File: src/rtl/sdiv_seq_ctrl.sv
// Sequential signed 64/32 divide controller around an unsigned combinational array divider core.
// Optional floor-division rounding is compiled in when SDIV_FLOOR_EN is defined.
module sdiv_seq_ctrl #(
    parameter int SETTLE_CYCLES = 34
) (
    input  logic        clk,
    input  logic        reset,
    // valid/ready: a transfer happens on a rising edge where valid && ready are both high;
    // the sender holds its data stable while valid is high and ready is low.
    input  logic        in_valid,
    output logic        in_ready,
    input  logic [63:0] dividend,
    input  logic [31:0] divisor,
    output logic        out_valid,
    input  logic        out_ready,
    output logic [31:0] q,
    output logic [31:0] remainder,
    output logic        div_by_zero,
    output logic        overflow,
    output logic [63:0] div_dividend,
    output logic [31:0] div_divisor,
    input  logic [31:0] div_q,
    input  logic [31:0] div_rem,
    output logic [2:0]  dbg_state
);

    localparam int CW = (SETTLE_CYCLES > 1) ? $clog2(SETTLE_CYCLES) : 1;

    typedef enum logic [2:0] {
        S_IDLE   = 3'd0,
        S_PREP   = 3'd1,
        S_SETTLE = 3'd2,
        S_FIX    = 3'd3,
        S_HOLD   = 3'd4
    } state_t;

    state_t        state_q, state_d;
    logic [63:0]   dvd_raw_q, dvd_raw_d;
    logic [31:0]   dvs_raw_q, dvs_raw_d;
    logic          sq_q, sq_d;
    logic          sr_q, sr_d;
    logic [CW-1:0] cnt_q, cnt_d;
    logic [63:0]   dd_q, dd_d;
    logic [31:0]   ds_q, ds_d;
    logic [31:0]   q_q, q_d;
    logic [31:0]   rem_q, rem_d;
    logic          dbz_q, dbz_d;
    logic          ovf_q, ovf_d;

    logic [63:0]   abs_dvd;
    logic [31:0]   abs_dvs;
    logic [31:0]   q_signed;
    logic [31:0]   r_signed;
    logic          range_ovf;

    // Magnitudes; the most negative values map onto their unsigned 2^63 / 2^31 patterns.
    assign abs_dvd   = dvd_raw_q[63] ? (64'd0 - dvd_raw_q) : dvd_raw_q;
    assign abs_dvs   = dvs_raw_q[31] ? (32'd0 - dvs_raw_q) : dvs_raw_q;
    assign q_signed  = sq_q ? (32'd0 - div_q) : div_q;
    assign r_signed  = sr_q ? (32'd0 - div_rem) : div_rem;
    assign range_ovf = sq_q ? (div_q > 32'h8000_0000) : div_q[31];

    always_comb begin
        state_d   = state_q;
        dvd_raw_d = dvd_raw_q;
        dvs_raw_d = dvs_raw_q;
        sq_d      = sq_q;
        sr_d      = sr_q;
        cnt_d     = cnt_q;
        dd_d      = dd_q;
        ds_d      = ds_q;
        q_d       = q_q;
        rem_d     = rem_q;
        dbz_d     = dbz_q;
        ovf_d     = ovf_q;

        case (state_q)
            S_IDLE: begin
                if (in_valid) begin
                    dvd_raw_d = dividend;
                    dvs_raw_d = divisor;
                    state_d   = S_PREP;
                end
            end
            S_PREP: begin
                dd_d = abs_dvd;
                ds_d = abs_dvs;
                sq_d = dvd_raw_q[63] ^ dvs_raw_q[31];
                sr_d = dvd_raw_q[63];
                if (dvs_raw_q == 32'd0) begin
                    dbz_d   = 1'b1;
                    ovf_d   = 1'b0;
                    q_d     = 32'hFFFF_FFFF;
                    rem_d   = dvd_raw_q[31:0];
                    state_d = S_HOLD;
                end else if (abs_dvd[63:32] >= abs_dvs) begin
                    // The unsigned core quotient itself would not fit in 32 bits.
                    dbz_d   = 1'b0;
                    ovf_d   = 1'b1;
                    q_d     = 32'h8000_0000;
                    rem_d   = 32'd0;
                    state_d = S_HOLD;
                end else begin
                    cnt_d   = CW'(SETTLE_CYCLES - 1);
                    state_d = S_SETTLE;
                end
            end
            S_SETTLE: begin
                if (cnt_q == '0) begin
                    state_d = S_FIX;
                end else begin
                    cnt_d = cnt_q - 1'b1;
                end
            end
            S_FIX: begin
                dbz_d   = 1'b0;
                state_d = S_HOLD;
                if (range_ovf) begin
                    ovf_d = 1'b1;
                    q_d   = 32'h8000_0000;
                    rem_d = 32'd0;
                end else begin
                    ovf_d = 1'b0;
                    q_d   = q_signed;
                    rem_d = r_signed;
`ifdef SDIV_FLOOR_EN
                    // Floor rounding: pull the quotient down when the remainder's sign
                    // disagrees with the divisor's sign.
                    if ((r_signed != 32'd0) && (r_signed[31] != dvs_raw_q[31])) begin
                        if (q_signed == 32'h8000_0000) begin
                            ovf_d = 1'b1;
                            q_d   = 32'h8000_0000;
                            rem_d = 32'd0;
                        end else begin
                            q_d   = q_signed - 32'd1;
                            rem_d = r_signed + dvs_raw_q;
                        end
                    end
`endif
                end
            end
            S_HOLD: begin
                if (out_ready) begin
                    state_d = S_IDLE;
                end
            end
            default: begin
                state_d = S_IDLE;
            end
        endcase
    end

    always_ff @(posedge clk) begin
        if (reset) begin
            state_q   <= S_IDLE;
            dvd_raw_q <= 64'd0;
            dvs_raw_q <= 32'd0;
            sq_q      <= 1'b0;
            sr_q      <= 1'b0;
            cnt_q     <= '0;
            dd_q      <= 64'd0;
            ds_q      <= 32'd0;
            q_q       <= 32'd0;
            rem_q     <= 32'd0;
            dbz_q     <= 1'b0;
            ovf_q     <= 1'b0;
        end else begin
            state_q   <= state_d;
            dvd_raw_q <= dvd_raw_d;
            dvs_raw_q <= dvs_raw_d;
            sq_q      <= sq_d;
            sr_q      <= sr_d;
            cnt_q     <= cnt_d;
            dd_q      <= dd_d;
            ds_q      <= ds_d;
            q_q       <= q_d;
            rem_q     <= rem_d;
            dbz_q     <= dbz_d;
            ovf_q     <= ovf_d;
        end
    end

    assign in_ready     = (state_q == S_IDLE) && !reset;
    assign out_valid    = (state_q == S_HOLD);
    assign q            = q_q;
    assign remainder    = rem_q;
    assign div_by_zero  = dbz_q;
    assign overflow     = ovf_q;
    assign div_dividend = dd_q;
    assign div_divisor  = ds_q;
    assign dbg_state    = state_q;

endmodule

File: config.mk
export PLATFORM = sky130hd
export DESIGN_NAME = sdiv_seq_ctrl
export DESIGN_NICKNAME = d
export VERILOG_FILES = /design/src/rtl/sdiv_seq_ctrl.sv
export SDC_FILE = /design/constraint.sdc
export NUM_CORES = 1
export LEC_CHECK = 0
export CAP_MARGIN = 20
export CORE_UTILIZATION = 50
export DETAILED_ROUTE_END_ITERATION = 7
export DONT_BUFFER_PORTS = 1
export PLACE_DENSITY = 0.73
export SLEW_MARGIN = 20
export SYNTH_ARGS = -nofsm -noshare
export SYNTH_HDL_FRONTEND = slang
export SYNTH_SLANG_ARGS = --single-unit
File: constraint.sdc
create_clock -name clk -period 13.2 [get_ports clk]
set_clock_uncertainty 0.05 [all_clocks]
set_input_delay 1.32 -clock clk [delete_from_list [all_inputs] [get_ports clk]]
set_output_delay 1.32 -clock clk [all_outputs]
set_load 0.01 [all_outputs]
Yosys cells after proc, flatten, opt, wreduce, memory -nomap -nowiden

Index checks and enable logic that the tools add are counted.
Widths: inputs -> output; s select.

Add/subtract/negate cells: 5
Order comparisons: 2
Equality and inequality tests: 11
Mux-type cells: 30
Bitwise operators: 1
Reductions and logical operators: 11

Operator list:

| kind                  | count |
|---|---|
| $mux 32               | 9 |
| $pmux 32 s2           | 2 |
| $sub 1x32->32 const A | 3 |
| $mux 64               | 1 |
| $sub 1x64->64 const A | 1 |
| $ge 32x32->1          | 1 |
| $gt 32x32->1 const B  | 1 |
| $logic_not 32->1      | 1 |
| $mux 6                | 3 |
| $mux 3                | 5 |
| $pmux 3 s5            | 1 |
| $pmux 6 s2            | 1 |
| $ne 2x2->1 const B    | 5 |
| $eq 3x2->1 const B    | 2 |
| $logic_not 6->1       | 1 |
| $mux 1                | 6 |
| $sub 6x1->6 const B   | 1 |
| $pmux 1 s2            | 2 |
| $reduce_and 2->1      | 2 |
| $reduce_and 4->1      | 1 |
| $reduce_bool 2->1     | 2 |
| $eq 3x1->1 const B    | 1 |
| $eq 3x3->1 const B    | 1 |
| $logic_not 3->1       | 1 |
| 6 further kinds       | 6 |

Register bits: 269
Input bits: 164
Output and inout bits: 167
Word-level logic and storage cells: 72

Logic depth before layout (Yosys ltp)

Depth in word-level cells: 6
Mapped depth: 18
Depth with buffers taken out: 15

Worst setup path before layout

No wires, ideal clock.

Path kind: reg2reg
From: register dvd_raw_q[19]
To: register rem_q[10] (netlist: remainder[10])
Setup time: 0.086 ns
Arrival time: 4.711 ns
Data required time: 13.064 ns
Setup slack: 8.353 ns
Cell stages (with the launch flop): 18
Buffers on the path: 3
Clock period less this slack: 4.847 ns
Path through: dfxtp_1 > or4_4 > or4_4 > or4_4 > buf_6 > or4_4 > o21ai_2 > xnor2_1 > ha_1 > nand4_1 > nor3_1 > a221o_1 > nor4_1 > and3_1 > clkbuf_1 > nor2_1 > clkbuf_1 > a211oi_1

Longest elaborated chain between the ends: 5

Ends and longest elaborated chain:

| what                              | line | source |
|---|---|---|
| start, declared                   | 38   | `logic [63:0] dvd_raw_q, dvd_raw_d;` |
| start signal, assigned            | 169  | `dvd_raw_q <= dvd_raw_d;` |
| $sub 1x64->64                     | 57   | `assign abs_dvd = dvd_raw_q[63] ? (64'd0 - dvd_raw_q) : dvd_raw_q;` |
| $mux 64                           | 57   |  |
| named net abs_dvd[60]             | 50   | `logic [63:0] abs_dvd;` |
| $ge 32x32->1                      | 96   | `end else if (abs_dvd[63:32] >= abs_dvs) begin` |
| $ne 3x3->1 (no source line)       | --   |  |
| $reduce_and 2->1 (no source line) | --   |  |
| end signal, assigned              | 177  | `rem_q <= rem_d;` |
| end, declared                     | 46   | `logic [31:0] rem_q, rem_d;` |

The timed path passes the listed nets, and every way through them passes these cells.
A chain may end at the register's enable or synchronous reset.

Worst setup path after layout

From: register dvd_raw_q[2]
To: register q_q[27] (netlist: q[27])

Longest elaborated chain between the ends: 5

Ends and longest elaborated chain:

| what                              | line | source |
|---|---|---|
| $sub 1x64->64                     | 57   |  |
| $mux 64                           | 57   |  |
| named net abs_dvd[63]             | 50   |  |
| $ge 32x32->1                      | 96   |  |
| $ne 3x3->1 (no source line)       | --   |  |
| $reduce_and 2->1 (no source line) | --   |  |
| end signal, assigned              | 176  | `q_q <= q_d;` |
| end, declared                     | 45   | `logic [31:0] q_q, q_d;` |

The timed path passes the listed nets, and every way through them passes these cells.

==> reports/summary.txt <==
ys async rst share - 0%
CTS tree - built
Antenna diodes - 0
post-CTS setup buffers - 0
CP max FO - 26
P per Cell Area - 208.7 nW/um^2
CTS hold repair buffers - 0
share of cells above drive strength 1 - 5.599%
deepest clock path buffer count - 3
Worst EP required - 13.51 ns
hpwl dp - 29400 um
Antenna Nets Post-Route - 0
drc violations - 0
period utilization - 42.63%
register bit count reported by yosys - 269
chip height - 168.4 um
fmax - 177.7 MHz
dpl ws - 7.585 ns
Synth Warn # - 0
syn_nets - 1928
count leader, synth - nand2_1
CP cell instances - or4_1 -> or4_1 -> nor4_1 -> nand4_1 -> nor4bb_1 -> ha_1 -> nand4_1 -> nor4_1 -> o2111ai_1 -> and3_1 -> nor2_2 -> a211oi_1
Reg2Reg Capture Point - q[27]$_SDFFE_PP0P_
Overall Power - 3.106 mW
Hold Path Depth - 2
Yosys cell types - 56
Final Instance Count excl. Fillers - 2002
Boundary Pins - 331
WS Path Type - flop to flop
total die area - 28340 sq um
post-layout minimum cycle time - 5.628 ns
Leakage - 5.102 nW
Post-synth EDFFs - 0
top-area cell type share of the netlist area - 38.92%
Overflow after GRT - 0
status - finished clean
Fin. Hold Viols - 0
WP data arrival - 5.93 ns
Worst Hold End - dvd_raw_q[34]$_SDFFE_PP0P_
# rows - 60
Commonest cells post-synth - nand2_1 (290), dfxtp_1 (269), a21oi_1 (206)
PortBufs - 0
final slew viol count - 0
area grow syn2layout - 7.587%
largest net degree at the start of global routing - 238
Cells after Synth - 1726
routed vias/inst - 6.267
Routed WL per cell - 20.70 um
Final setup violation count - 0
DR pass1 iterations - 5
Worst-path clk slew - 0.06 ns
final WL - 41450 um
Final Wtd Congestion - 0.9278
crit path launch type - flop
Synth Cell Area - 13840 sq um
CTS Buf Count - 29
synth top area cells - dfxtp_1 (39%), nand2_1 (7.9%), a21oi_1 (7.5%)
area leader, netlist - dfxtp_1
Worst slew margin - 27.80%
Clock Latency Late Sink - 0.55 ns
vias in the first global route - 11630
CP max stage cell - nor2_2
peak supply drop - 0.1451 mV
Setup TNS Final - 0 ns
setup ws final - 7.572 ns
Die X - 168.4 um
RSZ-0062 raised after global routing - no
Hold Path Origin - dvd_raw_q[34]$_SDFFE_PP0P_
placed insts - 1950
initial antenna violation count - 0
dominant synthesized flop cell - dfxtp_1
Worst path max stage delay - 0.88 ns
CP endpoint kind - flop
Final Util - 55.08%
worst hold path type - flop to flop
initial core utilization - 51.20%
critical path startpoint - dvd_raw_q[2]$_SDFFE_PP0P_
maxcap violations - 0
via count - 12550
clock tree sinks - 269
root buf cell - clkbuf_16
RR Startpoint - dvd_raw_q[2]$_SDFFE_PP0P_
R2R depth - 12
core area - 27030 sq um
initial drt markers - 1101
wire length of the first global-routing pass - 64810 um
total track usage - 28.45%
count of cells resized by post-cts repair - 0
post-synthesis sequential area ratio - 38.92%
Max H-tree Level - 1
Synth Area per Inst - 8.017 sq um
slew at the pin closest to its max-slew limit - 1.082 ns
NumNets Final - 1842
FF-to-FF setup slack - 7.57 ns
[cell families (layout without fill, tap and decap cells)]
kind of cell / Yosys count / in the layout / share of synthesized area [%]
buffers and inverters: 143 / 78 / 3.979
multiplexers: 3 / 3 / 0.2170
AO/OA/AOI/OAI: 523 / 523 / 24.08
flip-flops: 269 / 269 / 38.92
XOR/XNOR: 152 / 152 / 9.621
adder cells (fa/ha/maj): 38 / 38 / 3.436
AND/OR/NAND/NOR: 598 / 598 / 19.75
[worst max-delay path, delay by kind of cell, from the launching register on]
| family | cells | cell delay [ns] |
|---|---|---|
| AND/OR/NAND/NOR | 9 | 4.33 |
| AO/OA/AOI/OAI | 2 | 0.44 |
| flip-flops | 1 | 0.37 |
| adder cells (fa/ha/maj) | 1 | 0.24 |
[metal layers]
metal  wire length [um]  track usage, %  vias to the layer above
li1                   -               -                     6005
met1              17680           38.43                     5899
met2              18560           44.61                      536
met3               3578           5.853                      107
met4               1631           10.67                        0
met5                  0               0                        -
[cells in the final DEF, fill, tap and decap left out, types with 18 or more instances in the layout]
cell,netlist,routed
o41ai_1,26,26
nand2_1,290,290
nor2_1,125,123
clkbuf_16,0,29
o21ai_0,66,66
o31ai_1,57,57
a211oi_1,113,113
xor2_1,73,73
or3_1,27,27
or4_1,27,27
xnor2_1,79,79
nor3_1,34,34
ha_1,38,38
dfxtp_1,269,266
a22oi_1,23,23
nand2b_1,18,18
a21oi_1,206,205
[area by class of cell]
type                            instances  area, sq um
Sequential cell                       269         5389
Timing Repair Buffer                   14        105.1
Tap cell                              341        426.7
Inverter                               12        45.04
Clock inverter                         13        155.1
Clock buffer                           39        813.3
Fill cell                            2485        12140
Multi-Input combinational cell       1314         7953
[registers in the layout (all words and copies together), names as in the netlist]
register / count
overflow: 1
cnt_q: 6
div_divisor: 32
dvd_raw_q: 64
remainder: 32
dbg_state: 3
sr_q: 1
dvs_raw_q: 32
sq_q: 1
div_by_zero: 1
q: 32
div_dividend: 64
[power breakdown]
group / switching, mW / internal, mW / leakage, nW
Clock: 0.339 / 0.490 / 0.470
Sequential: 0.253 / 0.993 / 2.20
Combinational: 0.665 / 0.366 / 2.43
[how the worst max path moves through the flow]
stage | endpoint | slack [ns] | cells after the start
after floorplan | remainder[10]$_SDFFE_PP0P_ | 8.35 | 17
after global placement | q[30]$_SDFFE_PP0P_ | 7.65 | 13
after detailed placement | q[27]$_SDFFE_PP0P_ | 7.58 | 13
after CTS | q[27]$_SDFFE_PP0P_ | 7.56 | 13
after global routing | q[27]$_SDFFE_PP0P_ | 7.16 | 13
final | q[27]$_SDFFE_PP0P_ | 7.57 | 12
[metrics by stage]
stage | hold slack (ns) | instance area, sq um
floorplan | 0.4055 | 13840
global placement | 0.4171 | 13920
detailed placement | 0.4200 | 13920
CTS | 0.4304 | 14880
global route | 0.4510 | 14890
finish | 0.4354 | 14890
(Power assumes the default switching activity.)
